<file path="src/rtl/forward_select_ctrl_if.sv">
// Decode-to-EX forwarding control bus: decode-stage fields and pipeline control in,
// registered operand-mux selects, EX-slot liveness and the load-use stall request out.
interface forward_select_ctrl_if #(
    parameter int RA_W = 5
);
    logic            id_valid;
    logic [RA_W-1:0] id_rs1;
    logic [RA_W-1:0] id_rs2;
    logic [RA_W-1:0] id_rd;
    logic            id_regwrite;
    logic            id_memread;
    logic            stall_in;
    logic            flush;
    logic [1:0]      fwd_a_sel;
    logic [1:0]      fwd_b_sel;
    logic            hazard_stall;
    logic            ex_valid;

    modport master (
        output id_valid, id_rs1, id_rs2, id_rd, id_regwrite, id_memread, stall_in, flush,
        input  fwd_a_sel, fwd_b_sel, hazard_stall, ex_valid
    );

    modport slave (
        input  id_valid, id_rs1, id_rs2, id_rd, id_regwrite, id_memread, stall_in, flush,
        output fwd_a_sel, fwd_b_sel, hazard_stall, ex_valid
    );
endinterface

</file>
<file path="src/rtl/forward_select_ctrl.sv">
// EX/MEM/WB history tracker producing registered forwarding selects and a load-use stall.
// Define FWD_WB_BYPASS_EN to enable the WB write-through select (code 11).
module forward_select_ctrl #(
    parameter int RA_W = 5
) (
    input logic                  clk,
    input logic                  rst_n,
    forward_select_ctrl_if.slave bus
);
    typedef struct packed {
        logic            valid;
        logic [RA_W-1:0] rd;
        logic            regwrite;
        logic            memread;
    } slot_t;

    localparam slot_t BUBBLE = '0;

`ifdef FWD_WB_BYPASS_EN
    localparam logic [1:0] WB_SEL = 2'b11;
`else
    localparam logic [1:0] WB_SEL = 2'b00;
`endif

    slot_t      ex_slot;
    slot_t      mem_slot;
    slot_t      wb_slot;
    slot_t      id_slot;
    logic [1:0] a_sel;
    logic [1:0] b_sel;
    logic [1:0] a_sel_next;
    logic [1:0] b_sel_next;
    logic       load_use;
    logic       bubble_edge;
    logic       unused_bits;

    function automatic logic slot_hit(input slot_t s, input logic [RA_W-1:0] src);
        return s.valid && s.regwrite && (s.rd == src) && (src != '0);
    endfunction

    assign id_slot = '{valid:    bus.id_valid,
                       rd:       bus.id_rd,
                       regwrite: bus.id_regwrite,
                       memread:  bus.id_memread};

    // A load in EX cannot forward yet; the consumer must wait one cycle and pick it up from MEM.
    assign load_use = bus.id_valid && !bus.flush
                   && ex_slot.valid && ex_slot.memread && ex_slot.regwrite
                   && (ex_slot.rd != '0)
                   && ((ex_slot.rd == bus.id_rs1) || (ex_slot.rd == bus.id_rs2));

    assign bubble_edge = bus.flush || (!bus.stall_in && load_use);

    // Oldest slot is tested first so a younger match overrides it.
    always_comb begin
        // NOTE: defaults first so no path through this block leaves a select unassigned (no latch).
        a_sel_next = 2'b00;
        b_sel_next = 2'b00;
        if (slot_hit(wb_slot, bus.id_rs1))  a_sel_next = WB_SEL;
        if (slot_hit(wb_slot, bus.id_rs2))  b_sel_next = WB_SEL;
        if (slot_hit(mem_slot, bus.id_rs1)) a_sel_next = 2'b10;
        if (slot_hit(mem_slot, bus.id_rs2)) b_sel_next = 2'b10;
        if (slot_hit(ex_slot, bus.id_rs1))  a_sel_next = 2'b01;
        if (slot_hit(ex_slot, bus.id_rs2))  b_sel_next = 2'b01;
    end

    // NOTE: sequential state uses non-blocking assignments so all slots shift on the same edge.
    always_ff @(posedge clk or negedge rst_n) begin
        if (!rst_n) begin
            ex_slot  <= BUBBLE;
            mem_slot <= BUBBLE;
            wb_slot  <= BUBBLE;
            a_sel    <= 2'b00;
            b_sel    <= 2'b00;
        end else if (bubble_edge) begin
            wb_slot  <= mem_slot;
            mem_slot <= ex_slot;
            ex_slot  <= BUBBLE;
            a_sel    <= 2'b00;
            b_sel    <= 2'b00;
        end else if (!bus.stall_in) begin
            wb_slot  <= mem_slot;
            mem_slot <= ex_slot;
            ex_slot  <= id_slot;
            a_sel    <= a_sel_next;
            b_sel    <= b_sel_next;
        end
    end

    assign bus.fwd_a_sel    = a_sel;
    assign bus.fwd_b_sel    = b_sel;
    assign bus.ex_valid     = ex_slot.valid;
    assign bus.hazard_stall = load_use;

    // Load flags only matter while the instruction sits in EX.
    assign unused_bits = &{1'b0, mem_slot.memread, wb_slot.memread};
endmodule

</file>
<file path="src/flat_wrapper.sv">
// flat-port wrapper written by rule: the top's interface ports become plain ports
module forward_select_ctrl_flat 
#(
    parameter int RA_W = 5
)
  (clk, rst_n, bus_id_valid, bus_id_rs1, bus_id_rs2, bus_id_rd, bus_id_regwrite, bus_id_memread, bus_stall_in, bus_flush, bus_fwd_a_sel, bus_fwd_b_sel, bus_hazard_stall, bus_ex_valid);
  forward_select_ctrl_if #(.RA_W(RA_W)) bus_i ();
  input logic clk;
  input logic rst_n;
  input wire logic [$bits(bus_i.id_valid)-1:0] bus_id_valid;
  input wire logic [$bits(bus_i.id_rs1)-1:0] bus_id_rs1;
  input wire logic [$bits(bus_i.id_rs2)-1:0] bus_id_rs2;
  input wire logic [$bits(bus_i.id_rd)-1:0] bus_id_rd;
  input wire logic [$bits(bus_i.id_regwrite)-1:0] bus_id_regwrite;
  input wire logic [$bits(bus_i.id_memread)-1:0] bus_id_memread;
  input wire logic [$bits(bus_i.stall_in)-1:0] bus_stall_in;
  input wire logic [$bits(bus_i.flush)-1:0] bus_flush;
  output wire logic [$bits(bus_i.fwd_a_sel)-1:0] bus_fwd_a_sel;
  output wire logic [$bits(bus_i.fwd_b_sel)-1:0] bus_fwd_b_sel;
  output wire logic [$bits(bus_i.hazard_stall)-1:0] bus_hazard_stall;
  output wire logic [$bits(bus_i.ex_valid)-1:0] bus_ex_valid;
  assign bus_i.id_valid = bus_id_valid;
  assign bus_i.id_rs1 = bus_id_rs1;
  assign bus_i.id_rs2 = bus_id_rs2;
  assign bus_i.id_rd = bus_id_rd;
  assign bus_i.id_regwrite = bus_id_regwrite;
  assign bus_i.id_memread = bus_id_memread;
  assign bus_i.stall_in = bus_stall_in;
  assign bus_i.flush = bus_flush;
  assign bus_fwd_a_sel = bus_i.fwd_a_sel;
  assign bus_fwd_b_sel = bus_i.fwd_b_sel;
  assign bus_hazard_stall = bus_i.hazard_stall;
  assign bus_ex_valid = bus_i.ex_valid;
  forward_select_ctrl #(.RA_W(RA_W)) u_core (.clk(clk), .rst_n(rst_n), .bus(bus_i));
endmodule
</file>
<file path="config.mk">
export PLATFORM = sky130hd
export DESIGN_NAME = forward_select_ctrl_flat
export DESIGN_NICKNAME = d
export VERILOG_FILES = /design/src/rtl/forward_select_ctrl_if.sv /design/src/rtl/forward_select_ctrl.sv /design/src/flat_wrapper.sv
export SDC_FILE = /design/constraint.sdc
export NUM_CORES = 1
export LEC_CHECK = 0
export CORE_ASPECT_RATIO = 1.4
export CORE_MARGIN = 3
export CORE_UTILIZATION = 43
export DETAILED_ROUTE_END_ITERATION = 10
export PLACE_DENSITY_LB_ADDON = 0.05
export SLEW_MARGIN = 30
export SYNTH_ARGS = -nofsm -noshare
export SYNTH_HDL_FRONTEND = slang
export SYNTH_SLANG_ARGS = --single-unit
</file>
<file path="constraint.sdc">
create_clock -name clk -period 1.5 [get_ports clk]
set_input_delay 0.3 -clock clk [delete_from_list [all_inputs] [get_ports clk]]
set_output_delay 0.3 -clock clk [all_outputs]
set_load 0.03 [all_outputs]
</file>
=== Word-level counts from Yosys, hierarchy flattened ===
Index checks and enable logic that the tools add are counted.

* Bits in registers: 19
* Bits of input ports: 22
* Output and inout port bits: 6
* Logic and storage cells: 50

* Equal/unequal tests: 5
* Multiplexer cells: 12
* Reduce and logical (&&, ||, !) cells: 24

{| class="wikitable"
|+ Operators by type and width
! cell !! number
|-
| 8-bit 2-to-1 mux || 4
|-
| 5-bit == test || 4
|-
| 1-bit logical AND || 17
|-
| 2-bit 2-to-1 mux || 8
|-
| 5-bit nonzero test || 3
|-
| 1-bit logical NOT || 2
|-
| 1-bit logical OR || 2
|-
| 2-bit by 1-bit inequality test with 1-bit output, second input constant || 1
|}

=== Logic depth before layout (Yosys ltp) ===
Gate-level depths: netlist (run 1).

* Word-level depth: 10
* Depth in mapped cells: 6

=== Worst setup path before layout (run 1) ===
OpenSTA, ideal clock, no wires.

* Path kind: register -> output
* From: register u_core.ex_slot[3] (netlist name)
* To: output bus_hazard_stall
* Arrival: 1,360 ps
* Setup slack: -160 ps
* Stages on the path, launching flop included: 5
* Path buffers: 1
* Path through: dfrtp_1 > or4_1 > o2111ai_2 > a21oi_2 > buf_6

* Cells in the longest elaborated chain, start to end: 3
* Elaborated cells between the ends (all ways): 6
* Classes of those cells: eq/ne: 2; reduce/logical: 4

{| class="wikitable"
|+ Ends and longest elaborated chain
! element !! line !! text
|-
| start, declared || forward_select_ctrl.sv:25 || <nowiki>slot_t ex_slot;</nowiki>
|-
| start signal, assigned || forward_select_ctrl.sv:84 || <nowiki>ex_slot <= id_slot;</nowiki>
|-
| 5-bit == test / 5-bit nonzero test (equally long branches) || forward_select_ctrl.sv:50, forward_select_ctrl.sv:49 ||
|-
| 1-bit logical OR / 1-bit logical AND (equally long branches) || forward_select_ctrl.sv:50, forward_select_ctrl.sv:49 ||
|-
| 1-bit logical AND * || forward_select_ctrl.sv:50 || <nowiki>&& ((ex_slot.rd == bus.id_rs1) || (ex_slot.rd == bus.id_rs2));</nowiki>
|-
| end, declared || flat_wrapper.sv:20 || <nowiki>output wire logic [$bits(bus_i.hazard_stall)-1:0] bus_hazard_stall;</nowiki>
|}

Mark *: on every way between the ends. The rest lies on a longest branch, timed or not.

=== Worst setup path in the final report (run 1) ===
* From: register u_core.ex_slot[5] (netlist name)
* To: output bus_hazard_stall

The elaborated chain is that of the path after synthesis.

==> results of run 1 <==
-- cell families after synthesis --
group,share of synthesized area
buffers and inverters,0.03082
flip-flops,0.4338
AO/OA/AOI/OAI,0.1187
XOR/XNOR,0.1598
AND/OR/NAND/NOR,0.2568
-- worst reg2reg max path: stages (launching register included) --
cell and delay (ns):
dfrtp_1 0.40, or4_4 0.57, o2111ai_4 0.23, buf_4 0.15
buf_6 0.08, buf_6 0.08, buf_6 0.08, buf_6 0.08
o2111ai_2 0.08, o21ai_1 0.15
-- through the flow --
stage,TNS [ns],std cells,util,setup slack [ns],total power [W]
6_report,-3.631,224,0.7479,-0.5109,0.001116
5_1_grt,-4.547,224,0.7479,-0.5924,0.001183
4_1_cts,-2.462,221,0.7003,-0.4865,0.001101
3_5_place_dp,-5.415,213,0.6610,-0.4642,0.0008358
3_3_place_gp,-4.957,213,0.6610,-0.4546,0.0008302
2_1_floorplan,-0.5655,127,-,-0.1595,0.0006759
-- cells in the mapped netlist (all sizes together) --
cell,count
a21oi,2
a31oi,2
buf,3
clkbuf,2
dfrtp,19
nand2,43
nand2b,1
nand3,2
nand4,2
nor2,6
nor2b,1
nor3,3
nor4,2
o2111ai,2
o211ai,1
o21ai,4
o22ai,7
o32ai,1
or4,4
xnor2,4
xor2,16
-- flip-flops by register name (all words and copies together) (netlist names) --
signal	flops
u_core.bus.fwd_b_sel	2
u_core.mem_slot	7
u_core.ex_slot	7
u_core.bus.ex_valid	1
u_core.bus.fwd_a_sel	2
-- repair_timing --
action | CTS | global route
cloned | 0 | 1
pin swaps | 7 | 6
gates resized for setup | 15 | 14
endpoints found under the setup margin | 18 | 13
setup buffers | 5 | 2
-- per-layer routing --
metal	vias to the layer above	track usage	wire length, µm
met2	40	0.3656	1705
met3	10	0.04308	149
met5	-	0	0
met1	547	0.2461	1333
met4	0	0.07117	71
li1	563	-	-
-- worst max path at each step --
stage | cells past startpoint | slack (ns) | endpoint
global placement | 7 | -0.45 | u_core.bus.fwd_b_sel[1]$_DFFE_PN0P_
detailed placement | 6 | -0.46 | bus_hazard_stall
global route | 6 | -0.59 | bus_hazard_stall
floorplan | 4 | -0.16 | bus_hazard_stall
finish | 4 | -0.51 | bus_hazard_stall
CTS | 4 | -0.49 | bus_hazard_stall
-- report_power, final --
part           internal (W)  total, W  switching, W
combinational      0.000156  0.000293      0.000137
sequential         0.000537  0.000560     0.0000230
clock              0.000103  0.000263      0.000160
-- area by class of cell --
| cell class | instances | area (µm²) |
|---|---|---|
| timing repair buffer | 64 | 591.8 |
| fill | 202 | 609.3 |
| clock buffer | 4 | 26.28 |
| sequential | 19 | 475.5 |
| tap | 34 | 42.54 |
| multi-input combinational | 103 | 671.9 |
==> impl_metrics.py, run 1 <==
metrics = {
    "worst_setup_path": {
        "cp_slowest_stage_delay_ns": 0.57,
        "reg2reg_depth": 9,
        "r2r_start": "u_core.ex_slot[5]$_DFFE_PN0P_",
        "end_kind": "primary output",
        "worst-path-buf-inv": 1,
        "crit_path_start": "u_core.ex_slot[5]$_DFFE_PN0P_",
        "critPathArrivalTime_ns": 1.71,
        "critPathSlowestCell": "or4_4",
        "cp_max_fo": 2,
        "worstSetupPathType": "register to primary output",
        "crit_family": "simple AND/OR/NAND/NOR gates",
        "crit_required_ns": 1.20,
        "cp-start-kind": "register",
        "r2r_end": "u_core.bus.fwd_a_sel[0]$_DFFE_PN0P_",
        "rrSetupSlack_ns": -0.45,
        "cp_cell_sequence": "or4_4 -> o2111ai_4 -> a21oi_2 -> buf_6",
    },
    "pwr": {
        "p_leak_nw": 0.8453,
        "ir_worst_vdd_mv": 0.4833,
        "power_density_mw_per_mm2": 617.5,
    },
    "clocking": {
        "numCtsBuffers": 3,
        "clockBufferDepth": 2,
        "postCtsHoldBufs": 0,
        "clk-insertion-delay-late_ns": 0.29,
        "cts_tree": "yes",
        "clk_pin_slew_worst_paths_ns": 0.11,
        "h-tree-depth": 1,
        "clock_sinks": 19,
        "root_buffer": "clkbuf_4",
    },
    "final_layout": {
        "layout_commonest_cell": "nand2_1",
        "drive_gt1_frac": 0.3000,
        "syn_to_final_growth_pct": 64.95,
        "stdcell_area_mm2": 0.001808,
        "diodes": 0,
        "layout_common_cells": "nand2_1 (43), buf_4 (30), clkdlybuf4s50_1 (21)",
        "final_nets": 213,
    },
    "drt": {
        "drc": 0,
        "first_pass_iters": 4,
        "drtIter0Drc": 35,
        "drtAntennaViolNets": 0,
        "routed_wl_um": 3259,
        "vias": 1160,
        "viasPerCell": 5.179,
        "detail_route.wl_per_cell_um": 14.55,
    },
    "sta": {
        "fin_crit_sh": 1.341,
        "drv_slew": 0,
        "hold_viol": 0,
        "period_needed_ns": 2.011,
        "fin_skew_ns": 0.0008443,
        "finalSetupViolCount": 13,
        "rsz0062_at_grt": "true",
        "slew_headroom": 0.6561,
        "fmax_mhz": 497.3,
        "hold_ws_ns": 0.3317,
        "worst_slew_pin_slew_ns": 0.5111,
        "fin_ws_ns": -0.5109,
    },
    "floorplanning": {
        "die_area_mm2": 0.003199,
        "ios": 28,
        "fp.dieH_um": 65.74,
        "start_util": 0.4534,
        "core_area_mm2": 0.002417,
        "rows": 21,
        "die_x_um": 48.67,
    },
    "grt": {
        "overflow": 0,
        "grt_max_degree": 20,
        "grt_pass1_vias": 1190,
        "grt_util_all_layers": 0.2065,
        "antenna_found_initial": 0,
        "grt_pass1_wl_um": 5223,
    },
    "yosys": {
        "synth_seq_area_share": 0.4338,
        "netlist_area_mm2": 0.001096,
        "netlist_instances": 127,
        "syn_nets": 149,
        "synth_top_area_cell": "dfrtp_1",
        "synth.top_cells.by_area": "dfrtp_1 (43%), nand2_1 (15%), xor2_1 (13%)",
        "synthDistinctLibCells": 26,
        "netlist.area_leader.share": 0.4338,
        "synth.avg_cell_area_um2": 8.630,
        "ys_warn_count": 0,
        "synth_seq_cells": 19,
    },
    "placed_design": {
        "place_area_mm2": 0.001598,
        "io_buffer_count": 27,
        "gp_congestion": 0.9328,
        "dp_hpwl_um": 2302,
    },
    "status": {
        "outcome": "finished, violations left",
        "violations": "negative setup slack",
    },
    "min_path": {
        "min_path_type": "primary input to asynchronous set/reset pin",
    },
    "flow_run": {
        "cap_violations": 0,
    },
}
No activity file was read; power rests on OpenSTA's default activity.
==> inputs of run 2 (changes only) <==
--- a/config.mk
+++ b/config.mk
@@ -10,6 +10,7 @@
 export CORE_UTILIZATION = 43
 export DETAILED_ROUTE_END_ITERATION = 10
 export PLACE_DENSITY_LB_ADDON = 0.05
+export REMOVE_ABC_BUFFERS = 1
 export SLEW_MARGIN = 30
 export SYNTH_ARGS = -nofsm -noshare
 export SYNTH_HDL_FRONTEND = slang
==> run 2 against run 1 <==
The flow still finishes with violations (negative setup slack). Non-clock buffer count is 1 lower. Critical path depth stayed put. Die area unchanged. Via count shrank 0.69%. Clock power rose by 3%. First-iteration DRC count is 20% lower. Clock skew up 0.0038 ns. Utilization unchanged. Sequential share of layout area unchanged. Cell area did not move. Setup slack improved by 0.0027 ns. Critical endpoint unchanged. Largest power group unchanged. Highest routed layer unchanged.
==> impl_metrics.py, run 2 (synthesis gave the netlist of run 1 again) <==
metrics = {
    "floorplanning": {
        "rows": 21,
        "core_area_mm2": 0.002417,
        "die_x_um": 48.67,
        "start_util": 0.4534,
        "fp.dieH_um": 65.74,
        "ios": 28,
        "die_area_mm2": 0.003199,
    },
    "worst_setup_path": {
        "crit_required_ns": 1.20,
        "critPathSlowestCell": "or4_4",
        "critPathArrivalTime_ns": 1.71,
        "worst-path-buf-inv": 1,
        "r2r_start": "u_core.ex_slot[3]$_DFFE_PN0P_",
        "cp_slowest_stage_delay_ns": 0.56,
        "crit_path_start": "u_core.ex_slot[3]$_DFFE_PN0P_",
        "worstSetupPathType": "register to primary output",
        "end_kind": "primary output",
        "crit_family": "simple AND/OR/NAND/NOR gates",
        "cp-start-kind": "register",
        "cp_max_fo": 2,
        "cp_cell_sequence": "or4_4 -> o2111ai_4 -> a21oi_4 -> buf_6",
    },
    "final_layout": {
        "syn_to_final_growth_pct": 64.95,
        "final_core_util": 0.7479,
        "layout_commonest_cell": "nand2_1",
        "top_regs": "u_core.ex_slot: 7 flops, u_core.mem_slot: 7 flops",
        "final_nets": 212,
        "layout_common_cells": "nand2_1 (42), buf_4 (29), clkdlybuf4s50_1 (21)",
        "stdcell_area_mm2": 0.001808,
        "diodes": 0,
        "drive_gt1_frac": 0.3175,
    },
    "clocking": {
        "postCtsHoldBufs": 0,
        "clk-insertion-delay-late_ns": 0.31,
        "clk_pin_slew_worst_paths_ns": 0.11,
        "cts_tree": "yes",
        "root_buffer": "clkbuf_4",
        "h-tree-depth": 1,
        "clockBufferDepth": 2,
        "numCtsBuffers": 3,
        "clock_sinks": 19,
    },
    "grt": {
        "grt_pass1_wl_um": 5485,
        "overflow": 0,
        "antenna_found_initial": 0,
        "grt_util_all_layers": 0.2272,
        "grt_pass1_vias": 1210,
        "grt_max_degree": 20,
    },
    "sta": {
        "fin_skew_ns": 0.004664,
        "period_needed_ns": 2.008,
        "finalSetupViolCount": 13,
        "hold_viol": 0,
        "fin_ws_ns": -0.5081,
        "worst_slew_pin_slew_ns": 0.4392,
        "fin_crit_sh": 1.339,
        "drv_slew": 0,
        "slew_headroom": 0.7045,
        "hold_ws_ns": 0.3046,
        "rsz0062_at_grt": "true",
        "fmax_mhz": 498.0,
    },
    "placed_design": {
        "io_buffer_count": 27,
        "place_area_mm2": 0.001590,
        "gp_congestion": 0.8705,
        "dp_hpwl_um": 2333,
    },
    "drt": {
        "detail_route.wl_per_cell_um": 15.41,
        "drc": 0,
        "routed_wl_um": 3437,
        "first_pass_iters": 5,
        "viasPerCell": 5.166,
        "vias": 1152,
        "drtIter0Drc": 28,
        "drtAntennaViolNets": 0,
    },
    "pwr": {
        "power_w": 0.001123,
        "power_density_mw_per_mm2": 621.1,
        "ir_worst_vdd_mv": 0.5825,
        "p_leak_nw": 0.8418,
    },
    "status": {
        "violations": "negative setup slack",
        "outcome": "finished, violations left",
    },
    "min_path": {
        "min_path_type": "primary input to asynchronous set/reset pin",
    },
    "flow_run": {
        "cap_violations": 0,
    },
}
## run 2: per-stage QoR
step	setup slack, ns	TNS [ns]	cells
floorplan	-0.2826	-3.055	122
global placement	-0.4593	-5.374	212
detailed placement	-0.4651	-5.481	212
CTS	-0.5094	-3.121	219
global route	-0.5768	-5.135	223
finish	-0.5081	-4.317	223
## run 2: report_power, final
part	total (W)	internal [W]	switching (W)	leakage, nW
sequential	0.000562	0.000537	0.0000247	0.256
clock	0.000271	0.0000999	0.000171	0.0177
combinational	0.000290	0.000152	0.000139	0.569
## run 2: per-layer routing
layer	part of all wire	global-route usage
met1	0.40	0.2471
met4	0.031	0.1246
met3	0.037	0.03401
met2	0.53	0.4184
met5	0	0
## run 2: path summary, 6_finish.rpt
path / end / depth (start not counted) / slack (ns)
setup / recovery: bus_hazard_stall / 4 / -0.51
hold / removal: u_core.mem_slot[3]$_DFFE_PN0P_ / 2 / 0.30
setup reg to reg: u_core.bus.fwd_a_sel[0]$_DFFE_PN0P_ / 9 / -0.44
hold reg to reg: u_core.mem_slot[1]$_DFFE_PN0P_ / 2 / 0.49
max in group asynchronous: u_core.bus.fwd_a_sel[0]$_DFFE_PN0P_ / 2 / 0.98
min in group clk: u_core.mem_slot[1]$_DFFE_PN0P_ / 2 / 0.49
## run 2: final cells by class
cell class | instances | area [µm²]
timing repair buffer | 63 | 565.5
sequential | 19 | 475.5
fill | 194 | 609.3
multi-input combinational | 103 | 696.9
clock buffer | 3 | 22.52
clock inverter | 1 | 5.005
tap | 34 | 42.54
## run 2: repair_timing
action                     CTS  global route
cloned                       1             0
gates resized for setup     21            15
pin swaps                    5             7
setup endpoints to repair   18            13
setup buffers                2             6
